[config.mk]
export PLATFORM = sky130hd
export DESIGN_NAME = floo_inject_wrr_arbiter
export DESIGN_NICKNAME = d
export VERILOG_FILES = /design/src/rtl/floo_inject_wrr_arbiter.sv
export SDC_FILE = /design/constraint.sdc
export NUM_CORES = 1
export LEC_CHECK = 0
export CAP_MARGIN = 40
export CORE_AREA = 5 5 136 138
export CTS_CLUSTER_DIAMETER = 40
export DETAILED_ROUTE_END_ITERATION = 7
export DIE_AREA = 0 0 141 143
export GPL_TIMING_DRIVEN = 0
export SLEW_MARGIN = 25
export SYNTH_ARGS = -nofsm -noshare
export SYNTH_HDL_FRONTEND = slang
export SYNTH_SLANG_ARGS = --single-unit
export TNS_END_PERCENT = 50
[constraint.sdc]
create_clock -name clk_i -period 10 [get_ports clk_i]
set_input_delay 2.5 -clock clk_i [delete_from_list [all_inputs] [get_ports clk_i]]
set_output_delay 2.5 -clock clk_i [all_outputs]
set_load 0.1 [all_outputs]
[src/rtl/floo_inject_wrr_arbiter.sv]
// -----------------------------------------------------------------------------
// floo_inject_wrr_arbiter
//   Weighted round-robin arbiter that shares one NI injection port among
//   NumReq tile-local requesters. A grant is held for a whole packet, up to and
//   including the flit marked last, so flits from different requesters never
//   interleave. The data path from requester to output is combinational.
//
//   Each requester receives w packets per turn. w comes from weight_i, and a
//   weight of 0 counts as 1. The weight is sampled only when a turn starts.
//
// Ports
//   clk_i        clock
//   rst_i        asynchronous active-high reset
//   weight_i     per-requester packets-per-turn, packed NumReq x WeightWidth
//   req_valid_i  per-requester flit valid
//   req_last_i   per-requester last-flit marker
//   req_data_i   per-requester payload, packed NumReq x DataWidth
//   req_ready_o  per-requester accept (only the granted requester)
//   out_valid_o  flit valid toward NI
//   out_last_o   last flit of packet toward NI
//   out_data_o   payload of the granted requester
//   out_src_o    index of the granted requester
//   out_ready_i  NI accepts flit
//   busy_o       grant locked on a packet in progress
// -----------------------------------------------------------------------------
module floo_inject_wrr_arbiter #(
  parameter int unsigned NumReq      = 4,
  parameter int unsigned DataWidth   = 64,
  parameter int unsigned WeightWidth = 4
) (
  input  logic                          clk_i,
  input  logic                          rst_i,
  input  logic [NumReq*WeightWidth-1:0] weight_i,
  input  logic [NumReq-1:0]             req_valid_i,
  input  logic [NumReq-1:0]             req_last_i,
  input  logic [NumReq*DataWidth-1:0]   req_data_i,
  output logic [NumReq-1:0]             req_ready_o,
  output logic                          out_valid_o,
  output logic                          out_last_o,
  output logic [DataWidth-1:0]          out_data_o,
  output logic [$clog2(NumReq)-1:0]     out_src_o,
  input  logic                          out_ready_i,
  output logic                          busy_o
);

  localparam int unsigned IdxW = $clog2(NumReq);

  typedef enum logic {
    IDLE,
    LOCKED
  } state_e;

  state_e                 r_state;
  logic [IdxW-1:0]        r_owner;
  logic [IdxW-1:0]        r_ptr;
  logic [WeightWidth-1:0] r_credit;

  logic                   w_locked;
  logic                   w_any;
  logic [IdxW-1:0]        w_idle_idx;
  logic [IdxW-1:0]        w_gidx;
  logic                   w_granted;
  logic                   w_valid;
  logic                   w_done;
  logic [WeightWidth-1:0] w_weight;
  logic [WeightWidth-1:0] w_wo;
  logic [WeightWidth-1:0] w_eff;

  // (base + off) mod NumReq, where base < NumReq and off < NumReq.
  function automatic logic [IdxW-1:0] wrap_add(input logic [IdxW-1:0] base,
                                               input int unsigned     off);
    int unsigned s;
    s = 32'(base) + off;
    if (s >= NumReq) s = s - NumReq;
    return s[IdxW-1:0];
  endfunction

  // The IDLE grant is the first valid requester found by searching round-robin
  // from r_ptr.
  always_comb begin
    w_any      = 1'b0;
    w_idle_idx = '0;
    for (int unsigned i = 0; i < NumReq; i++) begin
      if (!w_any && req_valid_i[wrap_add(r_ptr, i)]) begin
        w_any      = 1'b1;
        w_idle_idx = wrap_add(r_ptr, i);
      end
    end
  end

  assign w_locked  = (r_state == LOCKED);
  assign w_gidx    = w_locked ? r_owner : w_idle_idx;
  assign w_granted = w_locked | w_any;
  assign w_valid   = w_locked ? req_valid_i[r_owner] : w_any;

  always_comb begin
    out_valid_o = w_valid;
    out_src_o   = '0;
    out_last_o  = 1'b0;
    out_data_o  = '0;
    req_ready_o = '0;
    if (w_granted) begin
      out_src_o           = w_gidx;
      out_last_o          = req_last_i[w_gidx];
      out_data_o          = req_data_i[32'(w_gidx)*DataWidth +: DataWidth];
      req_ready_o[w_gidx] = out_ready_i;
    end
  end

  assign w_done = w_valid & out_ready_i & out_last_o;

  // A turn continues only when the finishing owner already holds the pointer
  // and has credit left. In every other case the weight is sampled again.
  assign w_weight = weight_i[32'(w_gidx)*WeightWidth +: WeightWidth];
  assign w_wo     = (w_weight == '0) ? WeightWidth'(1) : w_weight;
  assign w_eff    = ((w_gidx == r_ptr) && (r_credit != '0)) ? r_credit : w_wo;

  always_ff @(posedge clk_i or posedge rst_i) begin
    if (rst_i) begin
      r_state  <= IDLE;
      r_owner  <= '0;
      r_ptr    <= '0;
      r_credit <= '0;
    end else begin
      case (r_state)
        IDLE: begin
          if (w_valid && !w_done) begin
            r_state <= LOCKED;
            r_owner <= w_gidx;
          end
        end
        LOCKED: begin
          if (w_done) r_state <= IDLE;
        end
        default: r_state <= IDLE;
      endcase
      if (w_done) begin
        if (w_eff <= WeightWidth'(1)) begin
          r_ptr    <= wrap_add(w_gidx, 1);
          r_credit <= '0;
        end else begin
          r_ptr    <= w_gidx;
          r_credit <= w_eff - WeightWidth'(1);
        end
      end
    end
  end

  assign busy_o = w_locked;

endmodule
; Yosys cells after proc, flatten, opt, wreduce, memory -nomap -nowiden
; Cells that the tools add are included.
[totals]
register_bits = 9
latchBits = 0
ram_bits = 0
romBits = 0
input_bits = 283
elab_cells = 88
mem_count = 0
[op_classes]
n_addsub = 10
mul = 0
div = 0
order_cmp = 13
eq_ne = 1
shift = 2
muxes = 40
bitwise = 5
reduce_logical = 13
[op_table]
columns = operator, count
row1 = $shiftx 256x9->64, 1
row2 = $mux 64, 1
row3 = $mux 2, 12
row4 = $lt 2x3->1 const B, 6
row5 = $mux 4, 4
row6 = $shiftx 16x5->4, 1
row7 = $mux 1, 15
row8 = $bmux 1 s2, 6
row9 = $ge 3x3->1 const B, 4
row10 = $sub 2x1->2 const B, 5
row11 = $add 2x1->3 const B, 2
row12 = $add 2x2->3 const B, 2
row13 = $logic_and 1x1->1, 6
row14 = $and 4x4->4, 1
row15 = $le 4x1->1 const B, 1
row16 = $logic_not 1->1, 4
row17 = $logic_not 4->1, 1
row18 = $reduce_bool 4->1, 1
row19 = $sub 4x1->4 const B, 1
row20 = $ge 2x3->1 const B, 1
row21 = $and 1x1->1, 2
row22 = $demux 1 s2, 1
row23 = $eq 2x2->1, 1
row24 = $ge 2x1->1 const B, 1
row25 = other kinds (4), 4

; Logic depth before layout (Yosys ltp)
[depth]
word_depth = 23
depth_mapped = 16

; Worst setup path before layout
; No wires, ideal clock.
[synth_path]
path_kind = input -> output
from = input port req_valid_i[0]
to = output port out_data_o[45]
arrival_ps = 5884
path_slack_ps = 1616
path_stages = 11
path_buffers = 4
cell_sequence = or2b_1 -> a21o_1 -> nand3_2 -> nand2_4 -> inv_2 -> buf_2 -> buf_4 -> buf_2 -> buf_4 -> mux2i_1 -> o22ai_1
[synth_between]
elab_chain_cells = 15
elab_cells_between_ends = 26
classes_between = 1 x shift / 18 x mux / 1 x bitwise / 6 x reduce/logical
[synth_rtl]
columns = item, line_no
row1 = from (decl), 34  ; input logic [NumReq-1:0] req_valid_i,
row2 = $bmux 1 s2, 84  ; if (!w_any && req_valid_i[wrap_add(r_ptr, i)]) begin
row3 = $mux 1 (implied by the code), 84
row4 = $mux 1, 84
row5 = $logic_not 1->1, 84
row6 = $logic_and 1x1->1, 84
row7 = $mux 1, 84
row8 = $logic_not 1->1, 84
row9 = $logic_and 1x1->1, 84
row10 = $mux 1, 84
row11 = $logic_not 1->1, 84
row12 = $logic_and 1x1->1, 84
row13 = $mux 2, 84
row14 = $mux 2, 92  ; assign w_gidx = w_locked ? r_owner : w_idle_idx;
row15 = $shiftx 256x9->64, 105  ; out_data_o = req_data_i[32'(w_gidx)*DataWidth +: DataWidth];
row16 = $mux 64 *, 102  ; if (w_granted) begin
row17 = to (decl), 40  ; output logic [DataWidth-1:0] out_data_o,
; Mark *: on every way between the ends. The rest lies on a longest branch, timed or not. The select of a mux whose other input is x is not followed.

; Worst setup path in the final report
[layout_path]
from = input port req_valid_i[0]
to = output port out_data_o[28]
; The elaborated chain is that of the path after synthesis.

==> flow_summary.yaml <==
logic_synthesis:
  synth_area_leaders: "mux2i_1 (27%), mux4_2 (22%), o22ai_1 (8.2%), dfrtp_1 (7.6%), and2_1 (6.3%)"
  ys_ff_latch: 9
  synth.top_cell.area_share_pct: 27.1
  netlist_area_um2: 2960
  ys_warn_count: 0
  seq_area_frac_synth_pct: 7.61
  synth_common_cells: "mux2i_1 (80), o22ai_1 (39), and2_1 (30)"
  synthFlopType: "dfrtp_1"
  synth_cell_types: 50
  yosysTopAreaCell: "mux2i_1"
  avgSynthCellArea_um2: 9.16
  yosysMostFrequentCell: "mux2i_1"
  synth_nets: 612
  async_flop_share_pct: 100
  syn_inst: 323
  synth_edf_count: 0
timing:
  finalSetupViolations: 0
  rsz0062_at_grt: "false"
  setup_tns_ns: 0
  tightest_slew_ns: 0.762
  finalCriticalPeriod_ns: 8.69
  finalCritPeriodShare_pct: 86.9
  max_freq_ghz: 0.115
  slew_headroom_pct: 49.2
  layout_setup_ws_ns: 1.31
  slew_violations: 0
  timing_hold_violations_final: 0
  fin_skew_ns: 0.00404
clock_tree:
  cts_setup_buffers: 0
  postCtsHoldBufs: 0
  cts_buffers: 3
  cts_tree: "built"
  path_clk_slew_ns: 0.04
  cts-root-buf: "clkbuf_16"
  cts_resized: 0
  clkSinkCount: 9
  h-tree-depth: 1
  cts_max_path_buffers: 2
  clk_latency_ns: 0.24
routing:
  wirelength_mm: 20.6
  first_pass_iters: 4
  viasPerCell: 4.55
  drc_errors: 0
  ant_nets: 0
  drt_iter0_drc: 142
  vias: 4468
  wl_per_cell_um: 21.0
critical_path:
  criticalPathCategory: "in -> out"
  start_kind: "input pin"
  r2r_start: "r_ptr[0]"
  cp.required_ns: 7.50
  endpoint_kind: "primary output"
  worstSetupStartpoint: "req_valid_i[0]"
  crit_arrival_ns: 6.19
  reg2reg_depth: 15
  crit_fanout: 10
floorplanning:
  core.rowCount: 48
  ios: 356
  start_util_pct: 17.3
  die_area_um2: 20200
  die_h_um: 143
  die_width_um: 141
  core_um2: 17100
placement:
  dp_slack_ns: 1.30
  gp_congestion: 0.895
  portBuffers: 355
  dp.final_hpwl_mm: 18.2
  postPlaceCellArea_um2: 8300
global_routing:
  antenna_found_initial: 2
  grt_pass1_vias: 4916
  grt_max_degree: 12
  grtUsageTotal_pct: 18.7
  overflow: 0
  grt_pass1_wl_mm: 29.1
worst_hold_path:
  hp-class: "reg -> reg"
  hp-start: "r_credit[3]"
  holdPathStages: 2
cells_and_area:
  drive_above_1_share_pct: 17.6
  stdcell_area_um2: 8380
  area_growth_pct: 183
  multi_input_area_um2: 2540
  nets: 1045
  ff_latch_area_um2: 225
  fill_cells: 1502
status:
  status: "completed"
job:
  drv_cap: 0
-- worst max-delay path, stage by stage --
cell and delay (ns):
clkdlybuf4s50_1 0.57, or2b_1 0.28, a21o_1 0.18, nand3_2 0.18, nand2_4 0.09, inv_2 0.11, buf_2 0.23, buf_4 0.25
buf_2 0.33, buf_4 0.29, mux2i_1 0.26, o22ai_1 0.12, clkdlybuf4s50_1 0.56, buf_16 0.22
-- area by class of cell --
| type | instances | share of cell area [%] |
|---|---|---|
| diodes | 1 | 0.0298 |
| plain buffers | 31 | 1.84 |
| clock buffers | 4 | 0.940 |
| inverters | 10 | 0.478 |
| multi-input cells | 273 | 30.3 |
| flip-flops and latches | 9 | 2.69 |
| well taps | 225 | 3.36 |
| repair buffers | 428 | 60.4 |
-- per-layer routing --
metal  wire length [um]  vias up  track usage (%)
met4                686        2             6.22
met1               7620     2055             21.3
li1                   -     2122                -
met2              10800      242             35.1
met3               1460       47             3.45
met5                 13        -                0
-- sequential cells by signal, summed over array words and instances (netlist names) --
name / cells
r_owner: 2
busy_o: 1
r_credit: 4
r_ptr: 2
-- through the flow --
stage | instances | hold slack, ns | utilization [%]
floorplan | 323 | 0.444 | -
global placement | 903 | 0.471 | 39.8
detailed placement | 976 | 0.497 | 48.7
CTS | 980 | 0.507 | 49.1
global route | 981 | 0.552 | 49.2
finish | 981 | 0.499 | 49.2
-- cells in the final DEF, fill, tap and decap left out, types with 10 or more instances in the layout --
cell / netlist / routed
clkdlybuf4s50_1: 0 / 355
mux2i_1: 80 / 80
buf_8: 0 / 40
o22ai_1: 39 / 39
buf_16: 0 / 33
and2_1: 30 / 30
mux4_2: 29 / 29
clkbuf_1: 17 / 18
nand2_1: 18 / 18
nor2_1: 10 / 10
-- path summary, 6_finish.rpt --
check	endpoint	slack, ns
max reg2reg	r_ptr[1]	6.58
min in group asynchronous	busy_o	2.53
min reg2reg	r_credit[3]	0.50
max	out_data_o[28]	1.31
max in group asynchronous	r_credit[3]	7.19
min	r_credit[3]	0.50
-- kinds of logic (layout without fill, tap and decap cells) --
kind of cell,after synthesis,count (layout),synth area share [%]
buffers and inverters,41,473,6.55
adder cells (fa/ha/maj),6,6,2.54
other,0,1,0
AND/OR/NAND/NOR,82,82,15.4
AO/OA/AOI/OAI,72,72,17.5
XOR/XNOR,3,3,0.888
multiplexers,110,110,49.5
flip-flops,9,9,7.61
Power is not shown: default switching activity piles up to over one toggle a cycle in this logic, so the estimate is an artifact.
